==> config.mk <==
export PLATFORM = sky130hd
export DESIGN_NAME = mc_control_unit_flat
export DESIGN_NICKNAME = d
export VERILOG_FILES = /design/src/rtl/mc_pkg.sv /design/src/rtl/mc_control_unit_if.sv /design/src/rtl/mc_control_decode.sv /design/src/rtl/mc_control_unit.sv /design/src/flat_wrapper.sv
export SDC_FILE = /design/constraint.sdc
export NUM_CORES = 1
export LEC_CHECK = 0
export CAP_MARGIN = 20
export CORE_AREA = 2 2 39 41
export CTS_CLUSTER_SIZE = 10
export DETAILED_ROUTE_END_ITERATION = 16
export DIE_AREA = 0 0 41 43
export GPL_ROUTABILITY_DRIVEN = 0
export HOLD_SLACK_MARGIN = 0.08
export PLACE_DENSITY_LB_ADDON = 0.12
export SYNTH_ARGS = -nofsm -noshare
export SYNTH_HDL_FRONTEND = slang
export SYNTH_SLANG_ARGS = --single-unit
==> constraint.sdc <==
create_clock -name clock -period 2.73 [get_ports clock]
set_clock_uncertainty 0.1 [all_clocks]
set_input_delay 0.273 -clock clock [delete_from_list [all_inputs] [get_ports clock]]
set_output_delay 0.273 -clock clock [all_outputs]
set_load 0.05 [all_outputs]
==> src/rtl/mc_pkg.sv <==
// rtl/mc_pkg.sv - state, opcode and control-field encodings shared by the control unit
package mc_pkg;

   localparam int OPW_DEF = 4;
   localparam int FW_DEF  = 3;

   localparam logic [3:0] S_IDLE     = 4'd0;
   localparam logic [3:0] S_FETCH    = 4'd1;
   localparam logic [3:0] S_DECODE   = 4'd2;
   localparam logic [3:0] S_MEMADR   = 4'd3;
   localparam logic [3:0] S_MEMREAD  = 4'd4;
   localparam logic [3:0] S_MEMWB    = 4'd5;
   localparam logic [3:0] S_MEMWRITE = 4'd6;
   localparam logic [3:0] S_EXEC_R   = 4'd7;
   localparam logic [3:0] S_EXEC_I   = 4'd8;
   localparam logic [3:0] S_ALUWB    = 4'd9;
   localparam logic [3:0] S_BRANCH   = 4'd10;
   localparam logic [3:0] S_JUMP     = 4'd11;
   localparam logic [3:0] S_HALT     = 4'd12;

   localparam logic [3:0] OP_RTYPE = 4'h0;
   localparam logic [3:0] OP_ADDI  = 4'h1;
   localparam logic [3:0] OP_LD    = 4'h2;
   localparam logic [3:0] OP_ST    = 4'h3;
   localparam logic [3:0] OP_BEQ   = 4'h4;
   localparam logic [3:0] OP_JMP   = 4'h5;
   localparam logic [3:0] OP_HALT  = 4'hF;

   localparam logic [2:0] ALU_ADD = 3'b000;
   localparam logic [2:0] ALU_SUB = 3'b001;

   localparam logic [1:0] SRCB_RD2 = 2'b00;
   localparam logic [1:0] SRCB_ONE = 2'b01;
   localparam logic [1:0] SRCB_IMM = 2'b10;

   localparam logic [1:0] RES_ALUOUT = 2'b00;
   localparam logic [1:0] RES_MEM    = 2'b01;
   localparam logic [1:0] RES_ALU    = 2'b10;
   localparam logic [1:0] RES_IMM    = 2'b11;

   typedef struct packed {
      logic       pc_write;
      logic       branch;
      logic       ir_write;
      logic       mem_write;
      logic       reg_write;
      logic       adr_src;
      logic       alu_src_a;
      logic [1:0] alu_src_b;
      logic [1:0] result_src;
      logic       halted;
   } ctrl_t;

   function automatic logic op_defined(input logic [3:0] op);
      return (op <= OP_JMP) || (op == OP_HALT);
   endfunction

endpackage

==> src/rtl/mc_control_unit_if.sv <==
// rtl/mc_control_unit_if.sv - instruction fields in, datapath controls out
interface mc_control_unit_if #(
   parameter int OPW = 4,
   parameter int FW  = 3
);
   logic [OPW-1:0] op;
   logic [FW-1:0]  funct;
   logic           zero;
   logic           pc_en;
   logic           ir_write;
   logic           mem_write;
   logic           reg_write;
   logic           adr_src;
   logic           alu_src_a;
   logic [1:0]     alu_src_b;
   logic [FW-1:0]  alu_ctrl;
   logic [1:0]     result_src;
   logic           halted;
   logic           illegal;

   modport master (
      input  op, funct, zero,
      output pc_en, ir_write, mem_write, reg_write, adr_src, alu_src_a,
             alu_src_b, alu_ctrl, result_src, halted, illegal
   );

   modport slave (
      output op, funct, zero,
      input  pc_en, ir_write, mem_write, reg_write, adr_src, alu_src_a,
             alu_src_b, alu_ctrl, result_src, halted, illegal
   );
endinterface

==> src/rtl/mc_control_decode.sv <==
// rtl/mc_control_decode.sv - Moore control vector decoded from the registered state
module mc_control_decode
   import mc_pkg::*;
#(
   parameter int FW = 3
) (
   input  logic [3:0]    i_state,
   input  logic [FW-1:0] i_funct,
   output ctrl_t         o_ctrl,
   output logic [FW-1:0] o_alu_ctrl
);

   always_comb begin
      o_ctrl     = '0;
      o_alu_ctrl = FW'(ALU_ADD);
      case (i_state)
         S_FETCH: begin
            o_ctrl.ir_write   = 1'b1;
            o_ctrl.pc_write   = 1'b1;
            o_ctrl.alu_src_b  = SRCB_ONE;
            o_ctrl.result_src = RES_ALU;
         end
         S_DECODE:   o_ctrl.alu_src_b = SRCB_IMM;
         S_MEMADR: begin
            o_ctrl.alu_src_a = 1'b1;
            o_ctrl.alu_src_b = SRCB_IMM;
         end
         S_MEMREAD:  o_ctrl.adr_src = 1'b1;
         S_MEMWB: begin
            o_ctrl.result_src = RES_MEM;
            o_ctrl.reg_write  = 1'b1;
         end
         S_MEMWRITE: begin
            o_ctrl.adr_src   = 1'b1;
            o_ctrl.mem_write = 1'b1;
         end
         S_EXEC_R: begin
            o_ctrl.alu_src_a = 1'b1;
            o_ctrl.alu_src_b = SRCB_RD2;
            o_alu_ctrl       = i_funct;
         end
         S_EXEC_I: begin
            o_ctrl.alu_src_a = 1'b1;
            o_ctrl.alu_src_b = SRCB_IMM;
         end
         S_ALUWB: begin
            o_ctrl.result_src = RES_ALUOUT;
            o_ctrl.reg_write  = 1'b1;
         end
         S_BRANCH: begin
            o_ctrl.alu_src_a = 1'b1;
            o_ctrl.alu_src_b = SRCB_RD2;
            o_ctrl.branch    = 1'b1;
            o_alu_ctrl       = FW'(ALU_SUB);
         end
         S_JUMP: begin
            o_ctrl.pc_write   = 1'b1;
            o_ctrl.result_src = RES_IMM;
         end
         S_HALT:     o_ctrl.halted = 1'b1;
         default:    o_ctrl = '0;
      endcase
   end

endmodule

==> src/rtl/mc_control_unit.sv <==
// rtl/mc_control_unit.sv - multi-cycle instruction sequencer for the 8-bit datapath
module mc_control_unit
   import mc_pkg::*;
#(
   parameter int OPW = OPW_DEF,
   parameter int FW  = FW_DEF
) (
   input  logic              clock,
   input  logic              rst,
   mc_control_unit_if.master bus
);

   logic [3:0]    r_state;
   logic [3:0]    w_next;
   logic          r_illegal;
   ctrl_t         w_ctrl;
   logic [FW-1:0] w_alu_ctrl;
   logic [3:0]    w_op;

   assign w_op = 4'(bus.op);

   always_comb begin
      w_next = S_IDLE;
      case (r_state)
         S_IDLE:     w_next = S_FETCH;
         S_FETCH:    w_next = S_DECODE;
         S_DECODE: begin
            case (w_op)
               OP_RTYPE: w_next = S_EXEC_R;
               OP_ADDI:  w_next = S_EXEC_I;
               OP_LD:    w_next = S_MEMADR;
               OP_ST:    w_next = S_MEMADR;
               OP_BEQ:   w_next = S_BRANCH;
               OP_JMP:   w_next = S_JUMP;
               OP_HALT:  w_next = S_HALT;
               default:  w_next = S_FETCH;
            endcase
         end
         // IR is stable after fetch, so re-reading op here is safe
         S_MEMADR:   w_next = (w_op == OP_LD) ? S_MEMREAD : S_MEMWRITE;
         S_MEMREAD:  w_next = S_MEMWB;
         S_MEMWB:    w_next = S_FETCH;
         S_MEMWRITE: w_next = S_FETCH;
         S_EXEC_R:   w_next = S_ALUWB;
         S_EXEC_I:   w_next = S_ALUWB;
         S_ALUWB:    w_next = S_FETCH;
         S_BRANCH:   w_next = S_FETCH;
         S_JUMP:     w_next = S_FETCH;
         S_HALT:     w_next = S_HALT;
         default:    w_next = S_IDLE;
      endcase
   end

   always_ff @(posedge clock) begin
      if (rst) begin
         r_state   <= S_IDLE;
         r_illegal <= 1'b0;
      end else begin
         r_state <= w_next;
         if (r_state == S_DECODE && !op_defined(w_op))
            r_illegal <= 1'b1;
      end
   end

   mc_control_decode #(.FW(FW)) u_decode (
      .i_state    (r_state),
      .i_funct    (bus.funct),
      .o_ctrl     (w_ctrl),
      .o_alu_ctrl (w_alu_ctrl)
   );

   assign bus.pc_en      = w_ctrl.pc_write | (w_ctrl.branch & bus.zero);
   assign bus.ir_write   = w_ctrl.ir_write;
   assign bus.mem_write  = w_ctrl.mem_write;
   assign bus.reg_write  = w_ctrl.reg_write;
   assign bus.adr_src    = w_ctrl.adr_src;
   assign bus.alu_src_a  = w_ctrl.alu_src_a;
   assign bus.alu_src_b  = w_ctrl.alu_src_b;
   assign bus.alu_ctrl   = w_alu_ctrl;
   assign bus.result_src = w_ctrl.result_src;
   assign bus.halted     = w_ctrl.halted;
   assign bus.illegal    = r_illegal;

endmodule
==> src/flat_wrapper.sv <==
// flat-port wrapper written by rule: the top's interface ports become plain ports
module mc_control_unit_flat import mc_pkg::*;
#(
   parameter int OPW = OPW_DEF,
   parameter int FW  = FW_DEF
)
  (clock, rst, bus_op, bus_funct, bus_zero, bus_pc_en, bus_ir_write, bus_mem_write, bus_reg_write, bus_adr_src, bus_alu_src_a, bus_alu_src_b, bus_alu_ctrl, bus_result_src, bus_halted, bus_illegal);
  mc_control_unit_if #(.OPW(OPW), .FW(FW)) bus_i ();
  input  logic clock;
  input  logic rst;
  input wire logic [$bits(bus_i.op)-1:0] bus_op;
  input wire logic [$bits(bus_i.funct)-1:0] bus_funct;
  input wire logic [$bits(bus_i.zero)-1:0] bus_zero;
  output wire logic [$bits(bus_i.pc_en)-1:0] bus_pc_en;
  output wire logic [$bits(bus_i.ir_write)-1:0] bus_ir_write;
  output wire logic [$bits(bus_i.mem_write)-1:0] bus_mem_write;
  output wire logic [$bits(bus_i.reg_write)-1:0] bus_reg_write;
  output wire logic [$bits(bus_i.adr_src)-1:0] bus_adr_src;
  output wire logic [$bits(bus_i.alu_src_a)-1:0] bus_alu_src_a;
  output wire logic [$bits(bus_i.alu_src_b)-1:0] bus_alu_src_b;
  output wire logic [$bits(bus_i.alu_ctrl)-1:0] bus_alu_ctrl;
  output wire logic [$bits(bus_i.result_src)-1:0] bus_result_src;
  output wire logic [$bits(bus_i.halted)-1:0] bus_halted;
  output wire logic [$bits(bus_i.illegal)-1:0] bus_illegal;
  assign bus_i.op = bus_op;
  assign bus_i.funct = bus_funct;
  assign bus_i.zero = bus_zero;
  assign bus_pc_en = bus_i.pc_en;
  assign bus_ir_write = bus_i.ir_write;
  assign bus_mem_write = bus_i.mem_write;
  assign bus_reg_write = bus_i.reg_write;
  assign bus_adr_src = bus_i.adr_src;
  assign bus_alu_src_a = bus_i.alu_src_a;
  assign bus_alu_src_b = bus_i.alu_src_b;
  assign bus_alu_ctrl = bus_i.alu_ctrl;
  assign bus_result_src = bus_i.result_src;
  assign bus_halted = bus_i.halted;
  assign bus_illegal = bus_i.illegal;
  mc_control_unit #(.OPW(OPW), .FW(FW)) u_core (.clock(clock), .rst(rst), .bus(bus_i));
endmodule
==> results, run 1 <==
- Clock-pin slew was measured on the worst setup and hold paths at around 0.040 ns.
- Counting distinct cell types in the post-synthesis netlist gives 28.
- The synthesized instance count is 69.
- The region available for standard cell placement spans between 1000 and 1500 um^2.
- The final cell area excluding filler cells is between 700 and 800 um^2.
- The critical path buffer and inverter count is 1.
- The number of gates on the worst path with buffers counted is 4.
- Compared with the post-synthesis result, the final layout area differs by 54.16%.
- Dividing total power by cell area gives a power density of about 450 nW/um^2.
- The number of global-route vias before repair is between 400 and 500.
- The kind of end point of the critical path is an output port.
- The library cell used most frequently in the layout, excluding fill and tap cells, is sky130_fd_sc_hd__clkdlybuf4s50_1.
- The floorplan step defined a die boundary enclosing around 1800 um^2.
- The count of buffers from port buffering is 24.
- The number of vias after detailed routing is 551.
- Sequential elements use a little over a fifth of the synthesized area.
- The endpoint required time on the critical path is around 2.4 ns.
- Setup repair after global routing left no endpoint under its margin.
- For the worst setup path, the data arrival time is between 2 and 2.5 ns.
- A synthesized cell averages between 6 and 7 um^2.
- The smallest hold slack is 0.3786 ns.
- The number of antenna violations at the first check in global routing came to 0.
- Post-CTS timing repair inserted 0 buffers for setup.
- The count of warnings emitted by yosys is 0.
- The commonest register cell after synthesis is sky130_fd_sc_hd__dfxtp_1.
- After detailed routing, the number of remaining DRC violations is 0.
- The critical path goes through nand2b_1 > nand3_1 > nor2_1 > clkdlybuf4s50_1.
- The kind of cell adding the most delay to the critical path is buffers and inverters.
- The type of the tightest min-delay check is flip-flop to flip-flop.
- The finished layout holds approximately 110 standard cells, fillers aside.
- The number of max-slew violations in the final report is 0.
- The die outline width is 41 um.
- Timing analysis after detailed placement gives a worst setup slack of around 0.37 ns.
- Counting tap cells, the placed design contains a total of slightly above 100 instances.
- The starting density of the core is 33.73%.
- In this run the core area contains 14 standard-cell rows.
- Counting flops and latches in the post-synthesis netlist gives 5.
- The root buffer cell chosen for the clock tree is sky130_fd_sc_hd__clkbuf_4.
- Once detail routing completed, the nets flagged for antenna violations numbered 0.
- The final layout contains approximately 100 nets.
- In the routed layout, each cell is associated on average with a via count of a little over 5.
- The TritonCTS clock tree is yes.
- By area the synthesized netlist is led by sky130_fd_sc_hd__dfxtp_1 21%, sky130_fd_sc_hd__a21oi_1 9.7%, sky130_fd_sc_hd__nand2b_1 8.0%.
- Across the VDD grid, the largest voltage drop is around 0.00028 V.
- The number of buffers created by CTS is 3.
- The deepest clock path buffer count is 2.
- The worst-case setup margin in the final layout is between 0.15 and 0.2 ns.
- Global routing finished with a remaining overflow of 0.
- Clock latency on the worst-skew pair, taken at its later pin, is between 0.2 and 0.25 ns.
- The flow ran to the end, and the final reports show no timing, DRC or antenna violations.
- STA classifies the critical path startpoint as a flip-flop.
- The most area-hungry cell type in the Yosys netlist is sky130_fd_sc_hd__dfxtp_1.
- The final total negative setup slack is 0 ns.
- The cell area that synthesis handed to floorplanning was about 470 um^2.
- Counting cells, the worst reg-to-reg path comes to 4.
- The largest single stage delay on the critical path is 0.80 ns.
- CTS built an H-tree with a depth of 1.
- The routed design has 1.140 mm of wire.
- Along the worst hold path, the cell count comes to 2.
- The number of maximum-capacitance violations is 0.
- The post-detailed-placement half-perimeter wirelength is between 800 and 900 um.
- In this run, the number of DRC markers left after iteration 0 of detailed routing was 9.
- The first-pass GRT wire length is around 2 mm.
- For the pin with the worst max-slew slack, the measured transition is approximately 0.5 ns.
- The minimum period implied by the final worst setup slack is 2.544 ns.
- For this run, asynchronously set or reset flops after synthesis account for 0%.
- The synthesized design contains 0 enable-type register cells.
- The iteration count of the initial detailed-routing pass is 5.
- The library cells used most frequently in the layout, excluding fill and tap cells, are 23 x sky130_fd_sc_hd__clkdlybuf4s50_1, 9 x sky130_fd_sc_hd__a21oi_1, 7 x sky130_fd_sc_hd__nor2_1.
- Synthesis produced a netlist with a net count of just under 80.
- In the final layout, the share of cells above drive strength 1 is 5.556%.
- The clock drives 5 sinks.
- The die is 43 um tall.
- The slowest library cell on the worst path is sky130_fd_sc_hd__clkdlybuf4s50_1.
- Entering global routing, the biggest net connects 15 pins.
- 25 I/O pins were placed.
- The placed instances occupy a cell area of about 690 um^2.
- The global routing usage summed across all routing layers is between 10% and 20%.
- The worst setup path is of the flip-flop to output port kind.
- The wire length per cell after detailed routing is about 11 um.
- The number of endpoints with negative hold slack in the final report was 0.
- The highest fanout seen on the critical path is 14.
- Dividing the final minimum period by the clock period gives between 90% and 100%.
- The fmax is 393.0 MHz.
- The worst slew margin relative to its limit is approximately two thirds.
- In this run the biggest area consumer among cell types represents around 21% of the synthesized area.
- The cell leakage power is around 0.26 nW.
- The final setup violation count is 0.
- The number of antenna diodes is 0.
==> area by class of cell <==
class / count / area [um^2]
clock buffers: 4 / 26.28
multi-input cells: 56 / 322.8
well taps: 16 / 20.02
fillers: 156 / 664.4
repair buffers: 25 / 250.2
flip-flops and latches: 5 / 100.1
==> cell usage after synthesis, drive strengths merged (2+ instances only) <==
library cell	instances
clkbuf	4
nand2b	6
nand2	5
nor3b	2
dfxtp	5
and2	5
a21oi	9
nor3	4
buf	4
nand3	2
nor2	8
o21ai	3
==> power by group <==
part	switching, mW	total, mW	internal, mW
combinational	0.0903	0.147	0.0562
clock	0.0283	0.0834	0.0551
sequential	0.0129	0.0919	0.0790
==> final timing paths <==
path,startpoint,to,slack (ns)
worst max register to register,u_core.r_state[3]$_SDFF_PP0_,u_core.bus.illegal$_SDFFE_PP0P_,1.36
worst min-delay path,u_core.bus.illegal$_SDFFE_PP0P_,u_core.bus.illegal$_SDFFE_PP0P_,0.38
worst min register to register,u_core.bus.illegal$_SDFFE_PP0P_,u_core.bus.illegal$_SDFFE_PP0P_,0.38
worst max-delay path,u_core.r_state[3]$_SDFF_PP0_,bus_result_src[1],0.19
==> metal layers <==
| metal | vias up | global-route usage, % | share of wire, % |
|---|---|---|---|
| li1 | 286 | - | - |
| met1 | 244 | 21.29 | 45 |
| met2 | 21 | 23.75 | 49 |
| met3 | 0 | 3.141 | 6.3 |
| met4 | 0 | 6.000 | 0 |
| met5 | - | 0 | 0 |
==> tightest hold or removal path, cell delays in order (launching register included) <==
cell	delay (ns)
sky130_fd_sc_hd__dfxtp_1	0.32
sky130_fd_sc_hd__a21oi_1	0.04
sky130_fd_sc_hd__nor2_1	0.07
==> through the flow <==
stage                     util [%]  power [mW]
after floorplan                  -      0.1950
after global placement       49.91      0.2408
after detailed placement     49.91      0.2407
after CTS                    51.81      0.3277
after global routing         51.99      0.3470
final                        51.99      0.3218
==> sequential cells by signal, summed over array words and instances (netlist names) <==
name,cells
u_core.bus.illegal,1
u_core.r_state,4
==> logic make-up after synthesis <==
kind of cell / Yosys count / synth area share [%]
buffers and inverters: 8 / 9.383
XOR/XNOR: 1 / 1.877
AND/OR/NAND/NOR: 35 / 39.68
AO/OA/AOI/OAI: 19 / 25.47
multiplexers: 1 / 2.145
flip-flops: 5 / 21.45
==> repair_timing <==
item | in CTS | in global routing
resized for setup | 0 | 1
endpoints found under the setup margin | 0 | 1
hold buffers | 0 | 0
No activity file was read; power rests on OpenSTA's default activity.
==> inputs of run 2 (changes only) <==
--- a/config.mk
+++ b/config.mk
@@ -7,12 +7,11 @@
 export LEC_CHECK = 0
 export CAP_MARGIN = 20
 export CORE_AREA = 2 2 39 41
-export CTS_CLUSTER_SIZE = 10
 export DETAILED_ROUTE_END_ITERATION = 16
 export DIE_AREA = 0 0 41 43
 export GPL_ROUTABILITY_DRIVEN = 0
 export HOLD_SLACK_MARGIN = 0.08
-export PLACE_DENSITY_LB_ADDON = 0.12
+export PLACE_DENSITY = 0.82
 export SYNTH_ARGS = -nofsm -noshare
 export SYNTH_HDL_FRONTEND = slang
 export SYNTH_SLANG_ARGS = --single-unit
==> results, run 2 (synthesis gave the netlist of run 1 again) <==
- The fmax is 388.3 MHz (-1.2%).
- The net switching component of the power is 0.1325 mW (+0.80%).
- The power per unit of standard cell area was 454.0 nW/um^2 (+1.5%).
- The core region area is 1384 um^2 (unchanged).
- The starting density of the core is 33.73% (unchanged).
- The library cell used most frequently in the layout, excluding fill and tap cells, is sky130_fd_sc_hd__clkdlybuf4s50_1.
- The critical path data arrival time is 2.20 ns (+0.03 ns).
- The proportion of total power due to net switching was 41.14% (+0.29 points).
- The number of DRC violations after detailed routing is 0 (unchanged).
- The floorplan die area is 1763 um^2 (unchanged).
- The share of the cycle needed by the critical path after routing was 94.34% (+1.1 points).
- The die outline width is 41 um (unchanged).
- STA classifies the critical path startpoint as a flip-flop.
- The post-CTS repair timing setup buffer count is 0 (unchanged).
- The count of cells resized by post-cts repair is 0 (unchanged).
- The power consumption came to 0.3221 mW (about the same).
- The final setup violation count is 0 (unchanged).
- The global routing usage summed across all routing layers is 15.58% (-0.20 points).
- In the layout the commonest cells are 24 x sky130_fd_sc_hd__clkdlybuf4s50_1, 9 x sky130_fd_sc_hd__a21oi_1, 7 x sky130_fd_sc_hd__nor2_1.
- The worst slack at placement was 0.3983 ns (+0.02908 ns).
- The area after detailed placement is 683.2 um^2 (-1.1%).
- The worst setup path is captured at an output port.
- The final cell area excluding filler cells is 709.4 um^2 (-1.4%).
- The post-detailed-placement half-perimeter wirelength is 852.1 um (+0.42%).
- The number of buffers created by CTS is 3 (unchanged).
- The proportion of power drawn by the clock network came to 25.8% (about the same).
- The largest vdd supply drop is 0.0002834 V (-0.18%).
- The die span in y was 43 um (unchanged).
- The first-iteration detailed-routing DRC count is 10 (+1).
- The number of global-route vias before repair came to 497 (+10%).
- Setup repair after global routing left no endpoint under its margin.
- The root buffer cell chosen for the clock tree is sky130_fd_sc_hd__clkbuf_4.
- The post-detailed-route count of antenna-violating nets is 0 (unchanged).
- The cell leakage power is 0.2399 nW (-7.1%).
- The worst slew margin relative to its limit was 66.97% (+0.29 points).
- The clock transition at the registers of the reported paths is 0.04 ns (about the same).
- The area added between synthesis and finish is 52.01%.
- The clock latency of the later-clocked register in the worst-skew pair is 0.24 ns (about the same).
- The number of max-slew violations in the final report is 0 (unchanged).
- The actual transition at the worst max-transition pin was 0.4940 ns (-0.005139 ns).
- The number of antenna violations at the first check in global routing is 0 (unchanged).
- The largest net degree at the start of global routing was 17 (+2).
- The number of flip-flops in the largest register is 4 (unchanged).
- The deepest clock path buffer count is 2 (unchanged).
- The top-level I/O count is 25 (unchanged).
- The wire length per cell after detailed routing was 10.91 um (+1.5%).
- The number of maximum-capacitance violations is 0 (unchanged).
- The flow ran to the end, and the final reports show no timing, DRC or antenna violations.
- The count of buffers from port buffering is 24 (unchanged).
- The logic gate share of total power was 44.7% (-0.8 points).
- The highest fanout seen on the critical path was 16 (+2).
- The design internal power is 0.1896 mW (-0.40%).
- The number of endpoints with negative hold slack in the final report is 0 (unchanged).
- The minimum period implied by the final worst setup slack was 2.575 ns (+0.03105 ns).
- The post-layout net count was 100 (-0.99%).
- The total number of placement rows is 14 (unchanged).
- The aggregate routed wire length is 1.146 mm (+0.53%).
- The level count of the clock H-tree is 1 (unchanged).
- The utilization after layout is 51.27% (-0.72 points).
- The first-pass GRT wire length is 1.938 mm (-1.4%).
- The worst-case setup margin in the final layout is 0.1545 ns (-0.03105 ns).
- The register with the most flip-flops in the final layout is u_core.r_state.
- The worst setup path is of the flip-flop to output port kind.
- The number of vias after detailed routing is 559 (+1.5%).
- The final total negative setup slack is 0 ns (unchanged).
- The endpoint required time on the critical path is 2.36 ns (about the same).
- The leftover overflow at the end of global routing was 0 (unchanged).
- The tightest min-delay check is of the flip-flop to flip-flop type.
- The share of final-layout standard cells stronger than drive strength 1 is 4.494% (-1.1 points).
- The hold buffer count at CTS is 0 (unchanged).
- The clock sink total is 5 (unchanged).
- The number of antenna diodes is 0 (unchanged).
- The share of total power in sequential cells is 29.4% (+0.9 points).
- The iteration count of the initial detailed-routing pass is 3 (-2).
- The detail-routed via count per cell is 5.324 (+2.4%).
- TritonCTS built the clock tree.
-- run 2: cell types whose count changed in the layout (fill, tap and decap cells not counted), sizes merged --
cell | previous run | this run
buf | 1 | 0
dlymetal6s2s | 1 | 0
clkdlybuf4s50 | 23 | 24
-- run 2: final cells by class --
class	instances	area (um^2)
fill	153	674.4
multi-input combinational	56	322.8
timing repair buffer	24	240.2
sequential	5	100.1
clock buffer	4	26.28
tap	16	20.02
-- run 2: metrics by stage --
stage / hold slack [ns] / cells
2_1_floorplan: 0.2421 / 69
3_3_place_gp: 0.3567 / 101
3_5_place_dp: 0.3664 / 101
4_1_cts: 0.3812 / 105
5_1_grt: 0.4251 / 105
6_report: 0.3771 / 105
-- run 2: routing by layer --
layer	share of wire, %	wire [um]	global-route usage [%]	up-vias
li1	-	-	-	287
met1	44	509	18.39	249
met2	48	550	25.31	21
met3	5.8	67	1.571	2
met4	1.7	19	9.333	0
met5	0	0	0	-
-- run 2: final timing paths --
| kind | from | endpoint | slack (ns) | depth (start not counted) |
|---|---|---|---|---|
| worst max-delay path | u_core.r_state[2]$_SDFF_PP0_ | bus_alu_ctrl[1] | 0.15 | 4 |
| worst max register to register | u_core.r_state[2]$_SDFF_PP0_ | u_core.r_state[3]$_SDFF_PP0_ | 1.32 | 4 |
| worst min register to register | u_core.bus.illegal$_SDFFE_PP0P_ | u_core.bus.illegal$_SDFFE_PP0P_ | 0.38 | 2 |
| worst min-delay path | u_core.bus.illegal$_SDFFE_PP0P_ | u_core.bus.illegal$_SDFFE_PP0P_ | 0.38 | 2 |
-- run 2: worst max-delay path, stage by stage, from the launching register on --
cell and delay, ns:
sky130_fd_sc_hd__dfxtp_1 0.60, sky130_fd_sc_hd__nand2b_1 0.19, sky130_fd_sc_hd__nor2_1 0.22, sky130_fd_sc_hd__and2_1 0.15
sky130_fd_sc_hd__clkdlybuf4s50_1 0.79
-- run 2: power by group through the flow --
stage                     sequential, mW  clock, mW  combinational [mW]
final                             0.0947     0.0832               0.144
after global routing              0.0964     0.0941               0.155
after CTS                         0.0947     0.0877               0.145
after detailed placement          0.0959          0               0.145
after global placement            0.0953          0               0.143
after floorplan                   0.0873          0               0.108
